### src/rtl/spi_pkg.sv
// Shared definitions for the SPI sample sequencer: FSM encoding, period math and
// the elaboration-time parameter check macro.
`ifndef SPI_PKG_SV
`define SPI_PKG_SV

// Elaboration error when cond_ is false; label_ names the generate block.
`define SPI_PARAM_CHECK(cond_, label_) \
  if (!(cond_)) begin : label_ \
    $error("spi_sample_sequencer: illegal parameter combination"); \
  end

package spi_pkg;

  typedef enum logic [1:0] {
    StIdle    = 2'd0,
    StRequest = 2'd1,
    StBusy    = 2'd2
  } seq_state_e;

  function automatic int unsigned calc_period(input int unsigned clk_hz,
                                              input int unsigned rate_hz);
    return clk_hz / rate_hz;
  endfunction

endpackage

`endif

### src/rtl/sync_fifo.sv
// Show-ahead synchronous FIFO with occupancy output; push while full is accepted
// only when a pop happens in the same cycle.
module sync_fifo #(
  parameter int unsigned WIDTH = 16,
  parameter int unsigned DEPTH = 4
) (
  input  logic                     clk_i,
  input  logic                     rst_n_i,
  input  logic                     push_i,
  input  logic [WIDTH-1:0]         data_i,
  input  logic                     pop_i,
  output logic [WIDTH-1:0]         data_o,
  output logic                     valid_o,
  output logic                     full_o,
  output logic [$clog2(DEPTH):0]   level_o
);

  localparam int unsigned PtrW = $clog2(DEPTH);
  localparam int unsigned LvlW = PtrW + 1;

  `SPI_PARAM_CHECK(DEPTH >= 2 && (DEPTH & (DEPTH - 1)) == 0, g_depth_chk)

  logic [WIDTH-1:0] mem_q [DEPTH];
  logic [PtrW-1:0]  wptr_q, wptr_d;
  logic [PtrW-1:0]  rptr_q, rptr_d;
  logic [LvlW-1:0]  level_q, level_d;
  logic             do_push, do_pop;

  assign valid_o = (level_q != '0);
  assign full_o  = (level_q == LvlW'(DEPTH));
  assign level_o = level_q;
  assign data_o  = mem_q[rptr_q];

  always_comb begin
    do_pop  = pop_i && valid_o;
    do_push = push_i && (!full_o || do_pop);
    wptr_d  = do_push ? wptr_q + PtrW'(1) : wptr_q;
    rptr_d  = do_pop ? rptr_q + PtrW'(1) : rptr_q;
    level_d = level_q + LvlW'(do_push) - LvlW'(do_pop);
  end

  always_ff @(posedge clk_i) begin
    if (!rst_n_i) begin
      wptr_q  <= '0;
      rptr_q  <= '0;
      level_q <= '0;
    end else begin
      wptr_q  <= wptr_d;
      rptr_q  <= rptr_d;
      level_q <= level_d;
    end
  end

  // Storage is not reset; pointer reset alone discards the contents.
  always_ff @(posedge clk_i) begin
    if (do_push) begin
      mem_q[wptr_q] <= data_i;
    end
  end

endmodule

### src/rtl/spi_sample_sequencer.sv
// Periodic quick_spi request generator with capture FIFO and miss/drop detection.
// Optional saturating drop counter enabled by defining SEQ_DROP_COUNT_EN.
module spi_sample_sequencer
  import spi_pkg::*;
#(
  parameter int unsigned CLK_FREQ_HZ     = 100000000,
  parameter int unsigned SAMPLE_RATE_HZ  = 1000000,
  parameter int unsigned MAX_DATA_LENGTH = 16,
  parameter int unsigned NUM_DEVICES     = 1,
  parameter int unsigned FIFO_DEPTH      = 4
) (
  input  logic                                   clk_i,
  input  logic                                   rst_n_i,
  input  logic                                   enable_i,
  input  logic [$clog2(MAX_DATA_LENGTH)-1:0]     num_data_i,
  input  logic [MAX_DATA_LENGTH*NUM_DEVICES-1:0] tx_data_i,
  output logic                                   spi_request_o,
  output logic [$clog2(MAX_DATA_LENGTH)-1:0]     spi_num_data_o,
  output logic [MAX_DATA_LENGTH*NUM_DEVICES-1:0] spi_data_o,
  input  logic                                   spi_cs_n_i,
  input  logic [MAX_DATA_LENGTH*NUM_DEVICES-1:0] spi_data_i,
  input  logic                                   spi_data_valid_i,
  output logic                                   m_valid_o,
  input  logic                                   m_ready_i,
  output logic [MAX_DATA_LENGTH*NUM_DEVICES-1:0] m_data_o,
  output logic [$clog2(FIFO_DEPTH):0]            fifo_level_o,
  output logic                                   missed_tick_o,
  output logic                                   dropped_o,
  output logic [15:0]                            drop_count_o
);

  localparam int unsigned Period = calc_period(CLK_FREQ_HZ, SAMPLE_RATE_HZ);
  localparam int unsigned CntW   = (Period > 1) ? $clog2(Period) : 1;
  localparam int unsigned NdW    = $clog2(MAX_DATA_LENGTH);
  localparam int unsigned DataW  = MAX_DATA_LENGTH * NUM_DEVICES;

  `SPI_PARAM_CHECK(Period >= 2, g_period_chk)

  seq_state_e       state_q, state_d;
  logic [CntW-1:0]  cnt_q, cnt_d;
  logic             req_q, req_d;
  logic [NdW-1:0]   num_q, num_d;
  logic [DataW-1:0] txd_q, txd_d;
  logic             missed_q, missed_d;
  logic             dropped_q, dropped_d;
  logic             tick, push, pop, fifo_full;

  assign tick = enable_i && (cnt_q == CntW'(Period - 1));
  assign pop  = m_valid_o && m_ready_i;

  always_comb begin
    cnt_d = cnt_q + CntW'(1);
    if (!enable_i || tick) begin
      cnt_d = '0;
    end
  end

  always_comb begin
    state_d   = state_q;
    req_d     = req_q;
    num_d     = num_q;
    txd_d     = txd_q;
    push      = 1'b0;
    dropped_d = 1'b0;
    missed_d  = tick && (state_q != StIdle);
    case (state_q)
      StIdle: begin
        if (tick) begin
          num_d   = num_data_i;
          txd_d   = tx_data_i;
          req_d   = 1'b1;
          state_d = StRequest;
        end
      end
      StRequest: begin
        // Request is held until quick_spi acknowledges by asserting chip select.
        if (!spi_cs_n_i) begin
          req_d   = 1'b0;
          state_d = StBusy;
        end
      end
      StBusy: begin
        if (spi_data_valid_i) begin
          if (fifo_full && !pop) begin
            dropped_d = 1'b1;
          end else begin
            push = 1'b1;
          end
          state_d = StIdle;
        end
      end
      default: begin
        req_d   = 1'b0;
        state_d = StIdle;
      end
    endcase
  end

  always_ff @(posedge clk_i) begin
    if (!rst_n_i) begin
      state_q   <= StIdle;
      cnt_q     <= '0;
      req_q     <= 1'b0;
      num_q     <= '0;
      txd_q     <= '0;
      missed_q  <= 1'b0;
      dropped_q <= 1'b0;
    end else begin
      state_q   <= state_d;
      cnt_q     <= cnt_d;
      req_q     <= req_d;
      num_q     <= num_d;
      txd_q     <= txd_d;
      missed_q  <= missed_d;
      dropped_q <= dropped_d;
    end
  end

  assign spi_request_o  = req_q;
  assign spi_num_data_o = num_q;
  assign spi_data_o     = txd_q;
  assign missed_tick_o  = missed_q;
  assign dropped_o      = dropped_q;

  sync_fifo #(
    .WIDTH(DataW),
    .DEPTH(FIFO_DEPTH)
  ) u_fifo (
    .clk_i  (clk_i),
    .rst_n_i(rst_n_i),
    .push_i (push),
    .data_i (spi_data_i),
    .pop_i  (pop),
    .data_o (m_data_o),
    .valid_o(m_valid_o),
    .full_o (fifo_full),
    .level_o(fifo_level_o)
  );

`ifdef SEQ_DROP_COUNT_EN
  logic [15:0] drop_cnt_q, drop_cnt_d;
  logic [16:0] drop_sum;

  always_comb begin
    drop_sum   = {1'b0, drop_cnt_q} + 17'(missed_q) + 17'(dropped_q);
    drop_cnt_d = drop_sum[16] ? 16'hFFFF : drop_sum[15:0];
  end

  always_ff @(posedge clk_i) begin
    if (!rst_n_i) begin
      drop_cnt_q <= '0;
    end else begin
      drop_cnt_q <= drop_cnt_d;
    end
  end

  assign drop_count_o = drop_cnt_q;
`else
  assign drop_count_o = 16'h0000;
`endif

endmodule

### config.mk
export PLATFORM = sky130hd
export DESIGN_NAME = spi_sample_sequencer
export DESIGN_NICKNAME = d
export VERILOG_FILES = /design/src/rtl/spi_pkg.sv /design/src/rtl/sync_fifo.sv /design/src/rtl/spi_sample_sequencer.sv
export SDC_FILE = /design/constraint.sdc
export NUM_CORES = 1
export LEC_CHECK = 0
export BUFFER_PORTS_ARGS = -buffer_cell sky130_fd_sc_hd__buf_2
export CAP_MARGIN = 20
export CORE_UTILIZATION = 30
export CTS_BUF_LIST = sky130_fd_sc_hd__clkbuf_4
export CTS_CLUSTER_SIZE = 12
export DETAILED_ROUTE_END_ITERATION = 12
export PLACE_DENSITY_LB_ADDON = 0.3
export REMOVE_ABC_BUFFERS = 1
export SYNTH_ARGS = -nofsm -noshare
export SYNTH_HDL_FRONTEND = slang
export SYNTH_HIERARCHICAL = 1
export SYNTH_SLANG_ARGS = --single-unit
### constraint.sdc
create_clock -name clk_i -period 4.1 [get_ports clk_i]
set_clock_uncertainty 0.05 [all_clocks]
set_input_delay 0.205 -clock clk_i [delete_from_list [all_inputs] [get_ports clk_i]]
set_output_delay 0.205 -clock clk_i [all_outputs]
set_load 0.01 [all_outputs]
Yosys cells after proc, flatten, opt, wreduce, memory -nomap -nowiden
Memory sizes are Yosys's and may differ from the RTL's. A register that Yosys moved wholly into a read port is not among the register bits. Index checks and enable logic that the tools add are counted.

Memories: 1. Output and inout bits: 59. Input port bits: 42. Memory bits (writable): 64. Flip-flop bits (word level): 39. Word-level logic and storage cells: 59.

Memory list: u_fifo.mem_q (words 4, bits a word 16, read ports 1, clocked after Yosys merged registers in 1, write ports 1, RTL line sync_fifo.sv:23) `logic [WIDTH-1:0] mem_q [DEPTH];`.

Reduce and logical (&&, ||, !) cells: 19. Mux-type cells: 15. Bitwise operators: 2. Eq/ne operators: 7. $add $sub $neg: 5.

Operators by type and width (number): $mux W2 (5); $reduce_and A3 Y1 (3); $mux W1 (8); $add A7 B1 Y7 const B (1); $eq A7 B7 Y1 const B (1); $logic_and A1 B1 Y1 (6); $ne A2 B2 Y1 const B (3); $pmux W2 S3 (1); $add A2 B1 Y2 const B (2); $add A3 B1 Y3 (1); $eq A3 B3 Y1 const B (1); $logic_not A1 Y1 (3); $pmux W1 S3 (1); $reduce_bool A3 Y1 (1); $sub A3 B1 Y3 (1); $eq A2 B1 Y1 const B (1); $eq A2 B2 Y1 const B (1); $logic_not A2 Y1 (1); $logic_or A1 B1 Y1 (2); $not A1 Y1 (2); $reduce_and A2 Y1 (1); $reduce_bool A2 Y1 (1); $reduce_or A2 Y1 (1).

Depth between registers and ports, before layout
Gate-level depths: netlist of the first run.

Depth after elaboration: 10. Gate-level depth with buffers: 12. Gate-level depth less buffers: 12.

Modules after synthesis
The synthesis of the first run kept the hierarchy.

By module, submodules not included: sync_fifo (seq. area each 2102.0 um^2, area an instance 2801.4 um^2, times used 1, cells each 131); spi_sample_sequencer (seq. area each 640.6 um^2, area an instance 1475.2 um^2, times used 1, cells each 163).

Least setup slack after synthesis of the first run
No wires, ideal clock.

Path type: register -> register. Start: register u_fifo.level_q[1] (netlist: u_fifo/level_o[1]). End: register u_fifo.level_q[2] (netlist: u_fifo/level_o[2]). Setup time: 115 ps. Stages on the path, launching flop included: 13. Path slack: 1378 ps. Data required time: 3935 ps. Arrival time: 2557 ps. Buffers on the path: 0. Period minus slack after synthesis: 2722 ps. Path through: dfxtp_1 -> or3_2 -> and2_1 -> nor2b_1 -> nor2b_1 -> nor2_1 -> a21o_1 -> ha_1 -> inv_1 -> fa_1 -> xnor2_1 -> xnor2_1 -> and2_1.

Longest elaborated chain between the ends: 10. Elaborated cells between the ends (all ways): 14. Those cells by class: add/sub: 2; eq/ne: 1; mux: 3; reduce/logical: 8.

Ends and longest elaborated chain: start: declaration (RTL line sync_fifo.sv:26) `logic [LvlW-1:0] level_q, level_d;`; start signal: assignment (RTL line sync_fifo.sv:50) `level_q <= level_d;`; $reduce_bool A3 Y1 (RTL line sync_fifo.sv:29) `assign valid_o = (level_q != '0);`; named net m_valid_o (RTL line spi_sample_sequencer.sv:23) `output logic m_valid_o,`; $logic_and A1 B1 Y1 (RTL line spi_sample_sequencer.sv:49) `assign pop = m_valid_o && m_ready_i;`; named net pop (RTL line spi_sample_sequencer.sv:46) `logic tick, push, pop, fifo_full;`; $logic_not A1 Y1 (RTL line spi_sample_sequencer.sv:84) `if (fifo_full && !pop) begin`; $logic_and A1 B1 Y1 (RTL line spi_sample_sequencer.sv:84); $mux W1 (RTL line spi_sample_sequencer.sv:84); $mux W1 (RTL line spi_sample_sequencer.sv:83) `if (spi_data_valid_i) begin`; $mux W1 (RTL line spi_sample_sequencer.sv:66) `case (state_q)`; named net push (RTL line spi_sample_sequencer.sv:46); $logic_and A1 B1 Y1 (RTL line sync_fifo.sv:36) `do_push = push_i && (!full_o || do_pop);`; $add A3 B1 Y3 (RTL line sync_fifo.sv:39) `level_d = level_q + LvlW'(do_push) - LvlW'(do_pop);`; $sub A3 B1 Y3 (RTL line sync_fifo.sv:39).

The timed path passes the listed nets, and every way through them passes these cells. A chain may end at the register's enable or synchronous reset.

Final worst setup path of the first run
Start: register u_fifo.level_q[1] (netlist: u_fifo/level_o[1]). End: register u_fifo.level_q[2] (netlist: u_fifo/level_o[2]).

Longest elaborated chain between the ends: 10. Elaborated cells between the ends (all ways): 14. Those cells by class: add/sub: 2; eq/ne: 1; mux: 3; reduce/logical: 8.

Ends and longest elaborated chain (RTL line): $reduce_bool A3 Y1 (sync_fifo.sv:29); $logic_and A1 B1 Y1 (spi_sample_sequencer.sv:49); named net pop (spi_sample_sequencer.sv:46); $logic_not A1 Y1 (spi_sample_sequencer.sv:84); $logic_and A1 B1 Y1 (spi_sample_sequencer.sv:84); $mux W1 (spi_sample_sequencer.sv:84); $mux W1 (spi_sample_sequencer.sv:83); $mux W1 (spi_sample_sequencer.sv:66); named net push (spi_sample_sequencer.sv:46); $logic_and A1 B1 Y1 (sync_fifo.sv:36); $add A3 B1 Y3 (sync_fifo.sv:39); $sub A3 B1 Y3 (sync_fifo.sv:39).

The timed path passes the listed nets, and every way through them passes these cells.

==> summary.txt, run 1 <==
Clocking
  – Root Driver: clkbuf_4
  – Latest clock arrival within the worst-skew pair: 0.48 ns
  – Worst-path clk slew: approximately 0.16 ns
  – CTS tree: yes
  – H-Tree Depth: 3
  – Cts bufs inserted: 9
  – CTS Sinks: between 100 and 150
  – Clock Tree Buf Depth: 2

Setup path
  – Reg-to-Reg Start: u_fifo/level_o[1]
  – Setup crit end kind: register
  – WS Path Type: register to register
  – CP required: 4.45 ns
  – CP Cell Sequence: or3_2 -> and2_1 -> nor2b_1 -> nor2b_1 -> nor2_1 -> a21o_1 -> ha_1 -> inv_1 -> fa_1 -> xnor2_1 -> xnor2_1 -> and2_1
  – Buf+Inv Stages, Crit Path: 1
  – Family with the most delay on the worst path: simple AND/OR/NAND/NOR gates
  – Crit path DAT: 3.16 ns
  – RR Endpoint: u_fifo/level_o[2]
  – Reg2reg setup slack: about 1.3 ns
  – Worst Reg-to-Reg Cells: 12
  – Max FO, Critical Path: 7
  – CP max stage delay: 0.50 ns
  – Critical path's slowest cell: or3_2
  – Critical Path Source Type: register

Layout
  – Antenna diodes: 0
  – Final nets: 464
  – Layout overhead on the synthesized area: 23.38%
  – Share of cells above drive strength 1: 29.76%

Yosys
  – Xor-xnor portion of the synthesized cell area: 1.434%
  – Main combinational cell family by area after synthesis: multiplexers
  – Syn Area/Cell: 14.55 sq um
  – Post-synth top cells: edfxtp_1, nand2_1, dfxtp_1
  – Dominant cell type by area after synthesis: edfxtp_1
  – Compound-cell area share of the yosys netlist: 2.575%
  – Synth top area cells: edfxtp_1, dfxtp_1, mux4_2
  – Adder-Cell Fraction of Synth Area: 2.224%
  – Post-synthesis sequential area ratio: 64.13%
  – Async S/R FF share, synth: 0%
  – Prevailing post-synth register cell: edfxtp_1
  – Synthesized flop and latch total: 105
  – Mux cell area share after synthesis: between 10 and 15%
  – Synth cell types: 43
  – Mapped Cells: 294
  – Most common cell in the synthesized netlist: edfxtp_1
  – Post-Synth Simple-Gate Area: 9.860%
  – Synthesized cell area: ~4300 sq um
  – EDFF count, synth: 64
  – Top-area cell type share of the netlist area: ~45%
  – Ys Warns: 6

STA
  – Final setup vio count: 0
  – Final hold viol count: 0
  – Number of max-slew violations in the final report: 0
  – Slew margin rel.: 41.14%
  – Final setup TNS: 0 ns
  – Final min period: about 2.8 ns
  – RSZ-0062 raised after global routing: false
  – Maximum clock rate: 355.3 MHz
  – Slew @ Worst Pin: just under 0.9 ns
  – Fraction of the cycle the final worst path needs: about 69%

Drt
  – WL final: ~8000 microns
  – # DRC: 0
  – Routed via count: around 2600
  – TritonRoute pass-1 iters: 4
  – Routed len/inst: approximately 13 microns
  – Routed vias/inst: 4.253
  – Final ANT Viol Nets: 0
  – Starting DRT DRC Count: approximately 130

Floorplan
  – IO Pins: 101
  – Core area: between 10000 and 15000 sq um
  – Die Footprint: 14740 sq um
  – Rows: 43
  – Starting Density: 30.81%
  – Chip width: about 120 microns
  – Die H: 121.4 microns

Power
  – Internal: 1.297 mW
  – PwrDens: approximately 320 nW/um^2
  – Comb pwr share: approximately 4.6%
  – Flop pwr share: 65.9%
  – Psw: 0.4007 mW
  – Tot Pwr: roughly 1.7 mW
  – Clock share of power: 29.5%
  – VDD IR max: 0.1974 mV
  – Sw Ratio: 23.61%
  – Pleak: 2.000 nW

Run status
  – Status: complete, no violations

Global route
  – GRT Total Usage: 11.54%
  – Vias in the first global route: 2586
  – Congestion Overflow GR: 0
  – Pin count of the biggest net entering global routing: 56
  – First-pass GRT wire length: 12810 microns
  – Initial antenna violation count: 0

Place
  – Hpwl dp: 5033 microns
  – Port Buffers: 84
  – Final Wtd Congestion: roughly 0.69

Hold path
  – Hold path startpoint: spi_cs_n_i
  – Hold Path End: state_q[0]
  – Worst hold stages: 4
  – Hold crit path type: primary input to register

Flow run
  – Max cap viols: 0
[final cells by class]
class	instances	area [sq um]
Inverter	7	26.28
Timing Repair Buffer	124	825.8
Fill cell	1332	8605
Sequential cell	105	2743
Tap cell	180	225.2
Clock buffer	9	67.56
Clock inverter	7	60.06
Multi-Input combinational cell	168	1329
[registers in the layout, indices dropped and copies added, names as in the netlist, 2 cells and up, named ones only]
register / flops
cnt_q: 7
state_q: 2
u_fifo/rptr_q: 2
u_fifo/level_o: 3
spi_num_data_o: 4
spi_data_o: 16
u_fifo/mem_q: 64
u_fifo/wptr_q: 2
[per-stage QoR]
step	hold slack, ns	cell area (sq um)	utilization (%)	setup WS [ns]	std cells
floorplan	0.2539	4098	-	1.378	280
finish	0.05578	5276	38.01	1.286	600
detailed placement	0.3756	4743	34.17	1.294	544
CTS	0.02197	5261	37.90	1.270	599
global placement	0.3711	4743	34.17	1.387	544
global route	0.04262	5276	38.01	1.062	600
[worst min-delay path: stages]
cell and delay [ns]:
buf_2 0.09, nand2b_1 0.07, nor2_1 0.09, o21a_1 0.11
[kinds of logic after synthesis]
| group | Yosys count |
|---|---|
| compound gates | 14 |
| flops | 105 |
| xor+xnor | 7 |
| simple gates | 86 |
| mux | 38 |
| buf+inv | 36 |
| other cells | 1 |
| fa+ha+maj | 7 |
[power by group through the flow]
stage,clock [mW],combinational (mW),sequential (mW)
floorplan,0,0.0152,1.14
global placement,0,0.0473,1.14
detailed placement,0,0.0503,1.14
CTS,0.531,0.0784,1.12
global route,0.570,0.0869,1.12
finish,0.500,0.0779,1.12
[repair_timing]
action                                 CTS  global route
buffers inserted                         0             0
hold buffers                            39             0
gates resized for setup                  0             0
endpoints found under the hold margin   87             0
[how the worst max path moves through the flow]
stage                     slack, ns  depth (start not counted)               from                end
after floorplan                1.38                         12  u_fifo/level_o[1]  u_fifo/level_o[2]
after global placement         1.39                         12  u_fifo/level_o[1]  u_fifo/level_o[2]
after detailed placement       1.29                         12  u_fifo/level_o[1]  u_fifo/level_o[2]
after CTS                      1.27                         12  u_fifo/level_o[1]  u_fifo/level_o[2]
after global routing           1.06                         12  u_fifo/level_o[1]  u_fifo/level_o[2]
final                          1.29                         12  u_fifo/level_o[1]  u_fifo/level_o[2]
[placed cells by master (no fill, tap or decap), types with 3 or more instances in the layout]
cell           netlist  layout
and2_1              10      10
buf_2                2      84
clkbuf_4             0       9
conb_1               1      16
dfxtp_1             41      41
dlygate4sd3_1        0      39
edfxtp_1            64      64
ha_1                 6       6
inv_1                7       7
mux2i_1             22      22
mux4_2              16      16
nand2_1             47      47
nand3_1              3       3
nor2_1               9       9
nor2b_1              5       5
xnor2_1              5       5
[per-layer routing]
metal | vias up | wire length (microns) | GRT usage (%)
li1 | 1259 | - | -
met1 | 1198 | 3461 | 13.71
met2 | 86 | 3748 | 18.75
met3 | 9 | 592 | 4.746
met4 | 0 | 108 | 3.935
met5 | - | 0 | 0
(Power assumes the default switching activity.)
==> inputs of run 2 (changes only) <==
==> constraint.sdc (replaced) <==
create_clock -name clk_i -period 2.3 [get_ports clk_i]
set_clock_uncertainty 0.05 [all_clocks]
set_input_delay 0.115 -clock clk_i [delete_from_list [all_inputs] [get_ports clk_i]]
set_output_delay 0.115 -clock clk_i [all_outputs]
set_load 0.01 [all_outputs]
==> run 2 against run 1 <==
  * The flow now finishes with violations (setup timing)
  * Setup slack worse by 1.3 ns
  * Clock-buffer cell count stayed put
  * Non-clock buffer count is 21 higher
  * Sequential cell count stayed put
  * Combinational power is 84% higher
  * Global-route usage is 0.37 points higher
  * Register-to-register slack worse by 1.3 ns
  * Final cell count is 3.5% higher
  * Via count is 5.0% higher
  * Final area is 5.8% higher
  * Highest routed layer unchanged
==> summary.txt, run 2 (synthesized netlist as in run 1, its figures left out) <==
STA
  – Number of max-slew violations in the final report: 0 (unchanged)
  – Final hold viol count: 0 (unchanged)
  – Maximum clock rate: 423.1 MHz (+19%)
  – Fraction of the cycle the final worst path needs: 102.8% (+34 points)
  – Final setup vio count: 1 (+1)
  – Worst setup margin: -0.06337 ns (-1.349 ns)
  – RSZ-0062 raised after global routing: true
  – Final min period: 2.363 ns (-0.4508 ns)

Layout
  – Biggest register: u_fifo/mem_q
  – Final non-filler cell area: 5582 sq um (+5.8%)
  – Antenna diodes: 0 (unchanged)
  – Max FFs per register: 64 (unchanged)
  – Final nets: 485 (+4.5%)
  – Layout overhead on the synthesized area: 30.51%
  – Area of the multi-input gates: 1376 sq um (+3.6%)
  – Layout fillers: 1322 (-0.75%)
  – Share of cells above drive strength 1: 35.15% (+5.4 points)
  – Most frequent cells in the layout: buf_2, edfxtp_1, nand2_1
  – Sequential Area: 2745 sq um (about the same)
  – Most common cell after layout, fill and taps aside: buf_2

Place
  – Placed cell areas: 4906 sq um (+3.4%)
  – Hpwl dp: 5187 microns (+3.0%)
  – Final Wtd Congestion: 0.6922 (-0.24%)
  – Port Buffers: 84 (unchanged)

Drt
  – Starting DRT DRC Count: 114 (-15%)
  – Routed via count: 2679 (+5.0%)
  – # DRC: 0 (unchanged)
  – Final ANT Viol Nets: 0 (unchanged)
  – TritonRoute pass-1 iters: 4 (unchanged)
  – Routed vias/inst: 4.314 (+1.4%)
  – Routed len/inst: 13.25 microns (+0.50%)
  – WL final: 8228 microns (+4.0%)

Power
  – Tot Pwr: 3.235 mW (+91%)
  – VDD IR max: 0.3109 mV (+58%)
  – PwrDens: 579.5 nW/um^2 (+80%)
  – Pleak: 2.152 nW (+7.6%)

Global route
  – Initial antenna violation count: 0 (unchanged)
  – First-pass GRT wire length: 13360 microns (+4.3%)
  – Vias in the first global route: 2802 (+8.4%)
  – Congestion Overflow GR: 0 (unchanged)
  – Pin count of the biggest net entering global routing: 41 (-27%)
  – GRT Total Usage: 11.91% (+0.37 points)

Flow run
  – Max cap viols: 0 (unchanged)

Floorplan
  – Chip width: 121.4 microns (unchanged)
  – Core area: 13880 sq um (unchanged)
  – Rows: 43 (unchanged)
  – Die H: 121.4 microns (unchanged)
  – Die Footprint: 14740 sq um (unchanged)
  – IO Pins: 101 (unchanged)
  – Starting Density: 30.81% (unchanged)

Setup path
  – Max FO, Critical Path: 2 (-5)
  – Critical Path Source Type: register
  – Critical path's slowest cell: or3_4
  – Setup crit end kind: register
  – Worst Reg-to-Reg Cells: 12 (unchanged)
  – CP required: 2.62 ns (-1.83 ns)
  – CP Cell Sequence: or3_4 -> and2_4 -> nor2b_4 -> nor2b_2 -> nor2_2 -> a21o_1 -> ha_1 -> inv_1 -> fa_2 -> xnor2_2 -> xnor2_1 -> and2_1
  – CP max stage delay: 0.37 ns (-0.13 ns)
  – WS Path Type: register to register
  – Crit path DAT: 2.68 ns (-0.48 ns)

Clocking
  – Cts bufs inserted: 9 (unchanged)
  – Worst-path clk slew: 0.16 ns (about the same)
  – CTS tree: yes
  – Root Driver: clkbuf_4
  – Latest clock arrival within the worst-skew pair: 0.46 ns (-0.02 ns)
  – H-Tree Depth: 3 (unchanged)
  – CTS Sinks: 105 (unchanged)
  – Clock Tree Buf Depth: 2 (unchanged)

Hold path
  – Hold crit path type: primary input to register
  – Worst hold stages: 4 (unchanged)

Run status
  – Violated checks: setup timing
  – Status: finished, violations left
[run 2: what timing repair did]
action | 4_1_cts | 5_1_grt
buffers inserted | 2 | 2
endpoints found under the setup margin | 2 | 2
pin swaps | 3 | 6
hold buffers | 42 | 0
resized for setup | 6 | 9
hold endpoints to repair | 100 | 0
[run 2: area by class of cell]
type                    count  area share (%)
multi-input cells         168           24.66
flip-flops and latches    105           49.18
inverters                   7          0.4707
clock inverters             7           1.928
repair buffers            145           18.52
well taps                 180           4.035
clock buffers               9           1.210
[run 2: worst max-delay path, delay by kind of cell, from the launching register on]
family | cells | cell delay, ns
adders and majority gates | 2 | 0.48
DFF | 1 | 0.35
AOI/OAI and AO/OA | 1 | 0.10
buffers and inverters | 1 | 0.05
xor gates and xnor gates | 2 | 0.27
and+or+nand+nor | 6 | 0.99
[run 2: per-layer routing]
metal | global-route usage (%) | wire length, microns | up-vias
li1 | - | - | 1305
met1 | 13.23 | 3492 | 1277
met2 | 21.63 | 4130 | 88
met3 | 3.806 | 522 | 9
met4 | 3.241 | 82 | 0
met5 | 0 | 0 | -
[run 2: power by group]
part / internal, mW / switching [mW] / total [mW]
Clock: 0.462 / 0.635 / 1.10
Sequential: 1.99 / 0.00145 / 1.99
Combinational: 0.0783 / 0.0644 / 0.143
[run 2: path summary, 6_finish.rpt]
path / from / end / slack [ns]
setup reg to reg: u_fifo/level_o[2] / u_fifo/level_o[2] / -0.06
setup / recovery: u_fifo/level_o[2] / u_fifo/level_o[2] / -0.06
hold reg to reg: spi_num_data_o[2] / spi_num_data_o[2] / 0.42
hold / removal: m_ready_i / dropped_o / 0.08
[run 2: per-stage QoR]
| step | std cells | worst slack [ns] | util [%] | hold slack, ns | setup TNS (ns) |
|---|---|---|---|---|---|
| 2_1_floorplan | 280 | -0.4216 | - | 0.1639 | -0.6569 |
| 3_3_place_gp | 559 | -0.2073 | 35.34 | 0.2804 | -0.2500 |
| 3_5_place_dp | 559 | -0.2573 | 35.34 | 0.2882 | -0.3293 |
| 4_1_cts | 619 | -0.06590 | 39.89 | 0.04981 | -0.06590 |
| 5_1_grt | 621 | -0.1716 | 40.21 | 0.07023 | -0.2106 |
| 6_report | 621 | -0.06337 | 40.21 | 0.08039 | -0.06337 |
